### src/rtl/arbitro_rr_vc.sv
// Round-robin scheduler that drains four virtual-channel FIFOs into a single
// downstream FIFO. Each grant lasts for a bounded burst, and the scheduler honours almost-full backpressure.
module arbitro_rr_vc #(
  parameter int DATA_W    = 6,
  parameter int BURST_MAX = 4
) (
  input  logic                clk,
  input  logic                reset,
  input  logic                active_in,
  input  logic [3:0]          fifo_empty,
  input  logic [4*DATA_W-1:0] fifo_data,
  input  logic                dest_afull,
  output logic [3:0]          pop,
  output logic                push,
  output logic [DATA_W-1:0]   out_data,
  output logic [1:0]          grant_id,
  output logic                busy
);

  typedef enum logic [1:0] {
    IDLE  = 2'd0,
    GRANT = 2'd1,
    PAUSE = 2'd2
  } state_t;

  state_t            r_state;
  logic [1:0]        r_grant;
  logic [1:0]        r_last;
  logic [3:0]        r_burst_cnt;
  logic              r_push;
  logic [DATA_W-1:0] r_out_data;

  logic              w_req_any;
  logic [1:0]        w_next_vc;
  logic              w_pop_en;
  logic              w_burst_done;

  // Scan last+4 down to last+1 so that the VC nearest after the last grant is assigned last and wins.
  // NOTE: every always_comb output gets a default before any conditional write, so no latch is inferred.
  always_comb begin
    w_req_any = ~&fifo_empty;
    w_next_vc = r_last;
    for (int k = 4; k >= 1; k--) begin
      if (!fifo_empty[r_last + 2'(k)]) w_next_vc = r_last + 2'(k);
    end
  end

  // The pop is combinational because fifo_empty already accounts for every earlier pop.
  // This lets the scheduler pop on back-to-back cycles without ever popping an empty FIFO.
  assign w_pop_en     = (r_state == GRANT) && active_in && !dest_afull && !fifo_empty[r_grant];
  assign w_burst_done = w_pop_en && (r_burst_cnt == 4'(BURST_MAX - 1));

  always_comb begin
    pop          = '0;
    pop[r_grant] = w_pop_en;
  end

  // NOTE: sequential state uses non-blocking assignments only, so every register samples pre-edge values.
  always_ff @(posedge clk or negedge reset) begin
    if (!reset) begin
      r_state     <= IDLE;
      r_grant     <= 2'd0;
      r_last      <= 2'd3;
      r_burst_cnt <= 4'd0;
      r_push      <= 1'b0;
      r_out_data  <= '0;
    end else begin
      r_push <= w_pop_en;
      if (w_pop_en) r_out_data <= fifo_data[r_grant*DATA_W +: DATA_W];

      case (r_state)
        IDLE: begin
          if (active_in && w_req_any) begin
            r_grant     <= w_next_vc;
            r_burst_cnt <= 4'd0;
            r_state     <= GRANT;
          end
        end
        GRANT: begin
          if (w_pop_en) r_burst_cnt <= r_burst_cnt + 4'd1;
          // Ending the burst takes priority over backpressure.
          if (!active_in || fifo_empty[r_grant] || w_burst_done) begin
            r_last  <= r_grant;
            r_state <= IDLE;
          end else if (dest_afull) begin
            r_state <= PAUSE;
          end
        end
        PAUSE: begin
          if (!active_in) begin
            r_last  <= r_grant;
            r_state <= IDLE;
          end else if (!dest_afull) begin
            r_state <= GRANT;
          end
        end
        default: r_state <= IDLE;
      endcase
    end
  end

  assign push     = r_push;
  assign out_data = r_out_data;
  assign grant_id = r_grant;
  assign busy     = (r_state != IDLE);

endmodule

### config.mk
export PLATFORM = sky130hd
export DESIGN_NAME = arbitro_rr_vc
export DESIGN_NICKNAME = d
export VERILOG_FILES = /design/src/rtl/arbitro_rr_vc.sv
export SDC_FILE = /design/constraint.sdc
export NUM_CORES = 1
export LEC_CHECK = 0
export BUFFER_PORTS_ARGS = -buffer_cell sky130_fd_sc_hd__buf_4
export CELL_PAD_IN_SITES_DETAIL_PLACEMENT = 1
export CELL_PAD_IN_SITES_GLOBAL_PLACEMENT = 1
export CORE_MARGIN = 8
export CORE_UTILIZATION = 37
export DETAILED_ROUTE_END_ITERATION = 6
export PLACE_DENSITY = 0.84
export SYNTH_ARGS = -nofsm -noshare
export SYNTH_HDL_FRONTEND = slang
export SYNTH_SLANG_ARGS = --single-unit
### constraint.sdc
create_clock -name clk -period 3.89 [get_ports clk]
set_input_delay 0 -clock clk [delete_from_list [all_inputs] [get_ports clk]]
set_output_delay 0 -clock clk [all_outputs]
set_load 0.05 [all_outputs]
======== Word-level counts from Yosys, hierarchy flattened ========
Index checks and enable logic that the tools add are counted.
word-level totals
  register bits ........................... 17
  output and inout port bits .............. 14
operators by class
  add/subtract/negate cells ............... 4
  multiply operators ...................... 1
  magnitude comparators ................... 5
  equality and inequality tests ........... 9
  shift-type cells ........................ 1
  mux-type cells .......................... 25
  bitwise operators ....................... 1
  reduce and logical (&&, ||, !) cells .... 21
operators with widths
  cell                                                        number
  variable part select 24 x 6 -> 6 bit                        1
  2-to-1 mux 2 bit                                            10
  less-than comparator 2 x 3 -> 1 bit, second input constant  4
  AND reduction 3 bit                                         3
  binary-select mux 1 bit (select 2 bit)                      4
  2-to-1 mux 4 bit                                            2
  one-hot mux 4 bit (2 select lines)                          1
  logical AND 1 bit                                           6
  != test 2 bit, second input constant                        3
  one-hot mux 2 bit (3 select lines)                          1
  nonzero test 2 bit                                          3
  2-to-1 mux 1 bit                                            5
  adder 2 bit, second input constant                          2
  adder 4 x 1 -> 4 bit, second input constant                 1
  AND 4 bit                                                   1
  == test 4 x 2 -> 1 bit, second input constant               1
  zero test 1 bit                                             4
  multiplier 2 x 2 -> 4 bit, second input constant            1
  one-hot mux 2 bit (2 select lines)                          1
  AND reduction 4 bit                                         1
  != test 3 x 2 -> 1 bit, second input constant               1
  != test 3 bit, second input constant                        1
  adder 2 x 1 -> 2 bit, second input constant                 1
  demux 1 bit (select 2 bit)                                  1
  7 further kinds                                             8

======== Depth between registers and ports, before layout ========
  word-level depth ........................ 8
  gate-level depth with buffers ........... 5

======== Least setup slack after synthesis ========
OpenSTA, ideal clock, no wires.
  path kind ............................... reg2out
  from .................................... reg r_grant[1] (netlist: grant_id[1])
  to ...................................... out pop[2]
  data arrival time ....................... 2.559 ns
  path slack .............................. 1.331 ns
  stages on the path, launching flop included .. 6
  buffers on the path ..................... 1
  path through ............................ dfrtp_1 mux4_2 nor4_4 buf_6 nand2_1 nor2_1
on the way
  longest elaborated chain between the ends .. 5
  elaborated cells between the ends (all ways) .. 10
  classes of those cells .................. order compare: 2; mux: 4; bitwise: 1; reduce/logical: 3
ends and longest elaborated chain
  what                                    line  RTL
  from (decl)                             27    logic [1:0] r_grant;
  from (signal assigned)                  74    r_grant <= w_next_vc;
  binary-select mux 1 bit (select 2 bit)  50    assign w_pop_en = (r_state == GRANT) && active_in && !dest_afull && !fifo_empty[r_grant];
  2-to-1 mux 1 bit (not written as such)  50
  zero test 1 bit                         50
  logical AND 1 bit                       50
  net w_pop_en                            35    logic w_pop_en;
  AND 4 bit (no source line)              --
  to (decl)                               13    output logic [3:0] pop,
The timed path passes the listed nets, and every way through them passes these cells. The select of a mux whose other input is x is not followed.

======== Worst setup path after layout ========
  from .................................... reg r_grant[1] (netlist: grant_id[1])
  to ...................................... out pop[0]
on the way
  longest elaborated chain between the ends .. 5
  elaborated cells between the ends (all ways) .. 10
  classes of those cells .................. order compare: 2; mux: 4; bitwise: 1; reduce/logical: 3
ends and longest elaborated chain
  what                                                                                     line    RTL
  less-than comparator 2 x 3 -> 1 bit (not written as such), or another cell as far along  55      pop[r_grant] = w_pop_en;
  logical AND 1 bit (not written as such) or 2-to-1 mux 1 bit (tied branches)              55, 50
  2-to-1 mux 1 bit (not written as such) or zero test 1 bit (tied branches)                55, 50
  demux 1 bit (select 2 bit) or logical AND 1 bit (tied branches)                          55, 50
  AND 4 bit (no source line) *                                                             --
Every way passes the cells marked *; elsewhere a longest branch is shown, timed or not. The select of a mux whose other input is x is not followed.

==> impl_metrics.yaml <==
timing:
  finalSetupTns_ns: 0
  finalCriticalPeriod_ns: 2.84
  relSlewSlack_pct: 38.5
  final-hold-violation-count: 0
  rsz0062_at_grt: "false"
  setup_viol: 0
  timing.fmax_ghz: 0.352
  finalCritPeriodShare_pct: 72.9
  fin_skew_ns: 0.00198
  slew_violations: 0
  tightestPinTransition_ns: 0.915
placed_design:
  post-dp-hpwl_microns: 2570
  port_buffers: 45
  dp_cells: 163
  routabilityCongestion: 0.718
worst_setup_path:
  cp_max_fo: 17
  critPathMaxStageDelay_ns: 0.71
  arrival_ns: 2.84
  crit_family: "simple AND/OR/NAND/NOR gates"
  crit_chain: "mux4_2 -> nor4_4 -> nor3b_2 -> buf_4"
  critical_path_class: "register to output pin"
  end_kind: "output pin"
  required_ns: 3.89
  slowest_stage: "nor4_4"
  path_buf_inv: 1
  start_kind: "register"
run:
  cap_violations: 0
drt:
  ant_nets: 0
  viasPerCell: 5.46
  firstDrtPassIters: 4
  route.detailed.drc: 0
  drtIter0Drc: 9
  wl_microns: 3150
  dr_total_vias: 928
  wl_per_cell_microns: 18.5
hold_path:
  hp-class: "input pin to register"
global_routing:
  gr-total-overflow: 0
  antenna_found_initial: 0
  grt_pass1_vias: 1041
  grt_usage_pct: 14.3
  grt_start_max_net_pins: 18
  grt_pass1_wl_microns: 5090
synth:
  synthFlopType: "dfrtp_1"
  synth_top_family_by_area: "multiplexers"
  synth_edf_count: 0
  yosysMostFrequentCell: "dfrtp_1"
  yosys.cell_types.count: 27
  synthTopCellsByArea: "dfrtp_1 (36%), mux4_2 (15%), mux2_2 (8.7%)"
  syn-cell-area_sq_mm: 0.00104
  ys_top_cells_by_count: "dfrtp_1 (15), mux2_2 (8), nand2_1 (8), mux4_2 (7)"
  synthAdderAreaFrac_pct: 1.21
  synth-xor-area-share_pct: 0
  yosys.area.top_type_share_pct: 36.2
  synth_mux_area_share_pct: 26.8
  seq_area_frac_synth_pct: 41.3
  synth_nets: 123
  synth-simple-area-share_pct: 16.4
  synth_compound_area_share_pct: 10.4
  synthArstFlopShare_pct: 100
  synth_area_per_cell_sq_um: 11.5
  ys_warn_count: 0
  netlist_instances: 90
  yosysTopAreaCell: "dfrtp_1"
  ys_seq_elements: 17
floorplanning:
  io_pins: 46
  start_util_pct: 38.3
  dieArea_sq_mm: 0.00475
  fp-row-count: 19
  die_h_microns: 68.9
  die_w_microns: 68.9
  core_area_sq_mm: 0.00271
clocking:
  cts_tree: "done"
  cts_buffers: 3
  holdBufCountCts: 3
  cts_sinks: 17
  clk_latency_ns: 0.30
  htree_levels: 1
  post_cts_buffers: 0
  clkTransAtPathRegs_ns: 0.11
  cts_root_buf: "clkbuf_4"
  cts_resized: 0
  clk_path_buf_depth: 2
power_and_ir_drop:
  power.leakage_nw: 0.709
  p_per_area_mw_per_mm2: 699
  finalPower_mw: 1.02
  vdd_ir_drop_max_uv: 425
status:
  status: "finished clean"
layout:
  final_nets: 173
  drive_above_1_share_pct: 50.4
  layout-area-overhead-vs-synth_pct: 40.0
  stdcell_count: 170
  diodes: 0
[state kept, by name, indices dropped and copies added, names as in the netlist]
name and flops:
grant_id 2, out_data 6, push 1, r_burst_cnt 4
r_last 2, r_state 2
[layer usage]
layer,global-route usage (%),routed length (microns),vias to the layer above
li1,-,-,430
met5,0,0,-
met2,28.1,1870,15
met4,5.51,55,0
met1,14.8,1160,479
met3,1.94,68,4
[where the power goes]
part           switching, mW  internal [mW]  total [mW]
sequential            0.0978          0.251       0.349
combinational          0.324          0.243       0.568
clock                 0.0616         0.0383      0.0999
[layout make-up]
class / instances / area, sq um
Tap cell: 31 / 38.8
Multi-Input combinational cell: 64 / 568
Clock inverter: 1 / 5.00
Sequential cell: 17 / 428
Fill cell: 313 / 1260
Clock buffer: 3 / 22.5
Inverter: 6 / 22.5
Timing Repair Buffer: 48 / 368
[tightest hold or removal path, stage by stage]
cell,delay (ns)
buf_4,0.10
a311oi_1,0.08
o21ai_0,0.15
[per-stage QoR]
step	worst slack (ns)	instance area (sq um)	hold slack [ns]	utilization [%]
final	1.05	1450	0.0735	53.6
after global routing	0.871	1450	0.116	53.6
after CTS	1.01	1450	0.0477	53.6
after detailed placement	1.33	1400	-0.120	51.5
after global placement	1.41	1400	-0.123	51.5
after floorplan	1.33	1040	-0.296	-
[cell families (layout without fill, tap and decap cells)]
logic type / Yosys count / after routing
buffers and inverters: 9 / 58
and+or+nand+nor: 28 / 28
adders and majority gates: 1 / 1
DFF: 17 / 17
AOI/OAI and AO/OA: 17 / 17
muxes: 18 / 18
[cell usage in the layout (no fill, tap or decap), drive strengths merged, types with 5 or more instances in the layout]
master and n:
a21oi 5, o21ai 5, inv 6, dfrtp 15, nand2 9, nand2b 6, mux2 8, mux4 7
buf 45
[final timing paths]
check,cells past startpoint,end,from,slack (ns)
max in group asynchronous,2,r_last[0]$_DFFE_PN1P_,reset,3.53
max reg2reg,3,out_data[0]$_DFFE_PN0P_,grant_id[1]$_DFFE_PN0P_,1.35
min in group asynchronous,2,out_data[5]$_DFFE_PN0P_,reset,0.11
max,4,pop[0],grant_id[1]$_DFFE_PN0P_,1.05
min reg2reg,1,r_burst_cnt[2]$_DFFE_PN0P_,r_burst_cnt[2]$_DFFE_PN0P_,0.52
min,3,grant_id[0]$_DFFE_PN0P_,fifo_empty[0],0.07
No activity file was read; power rests on OpenSTA's default activity.
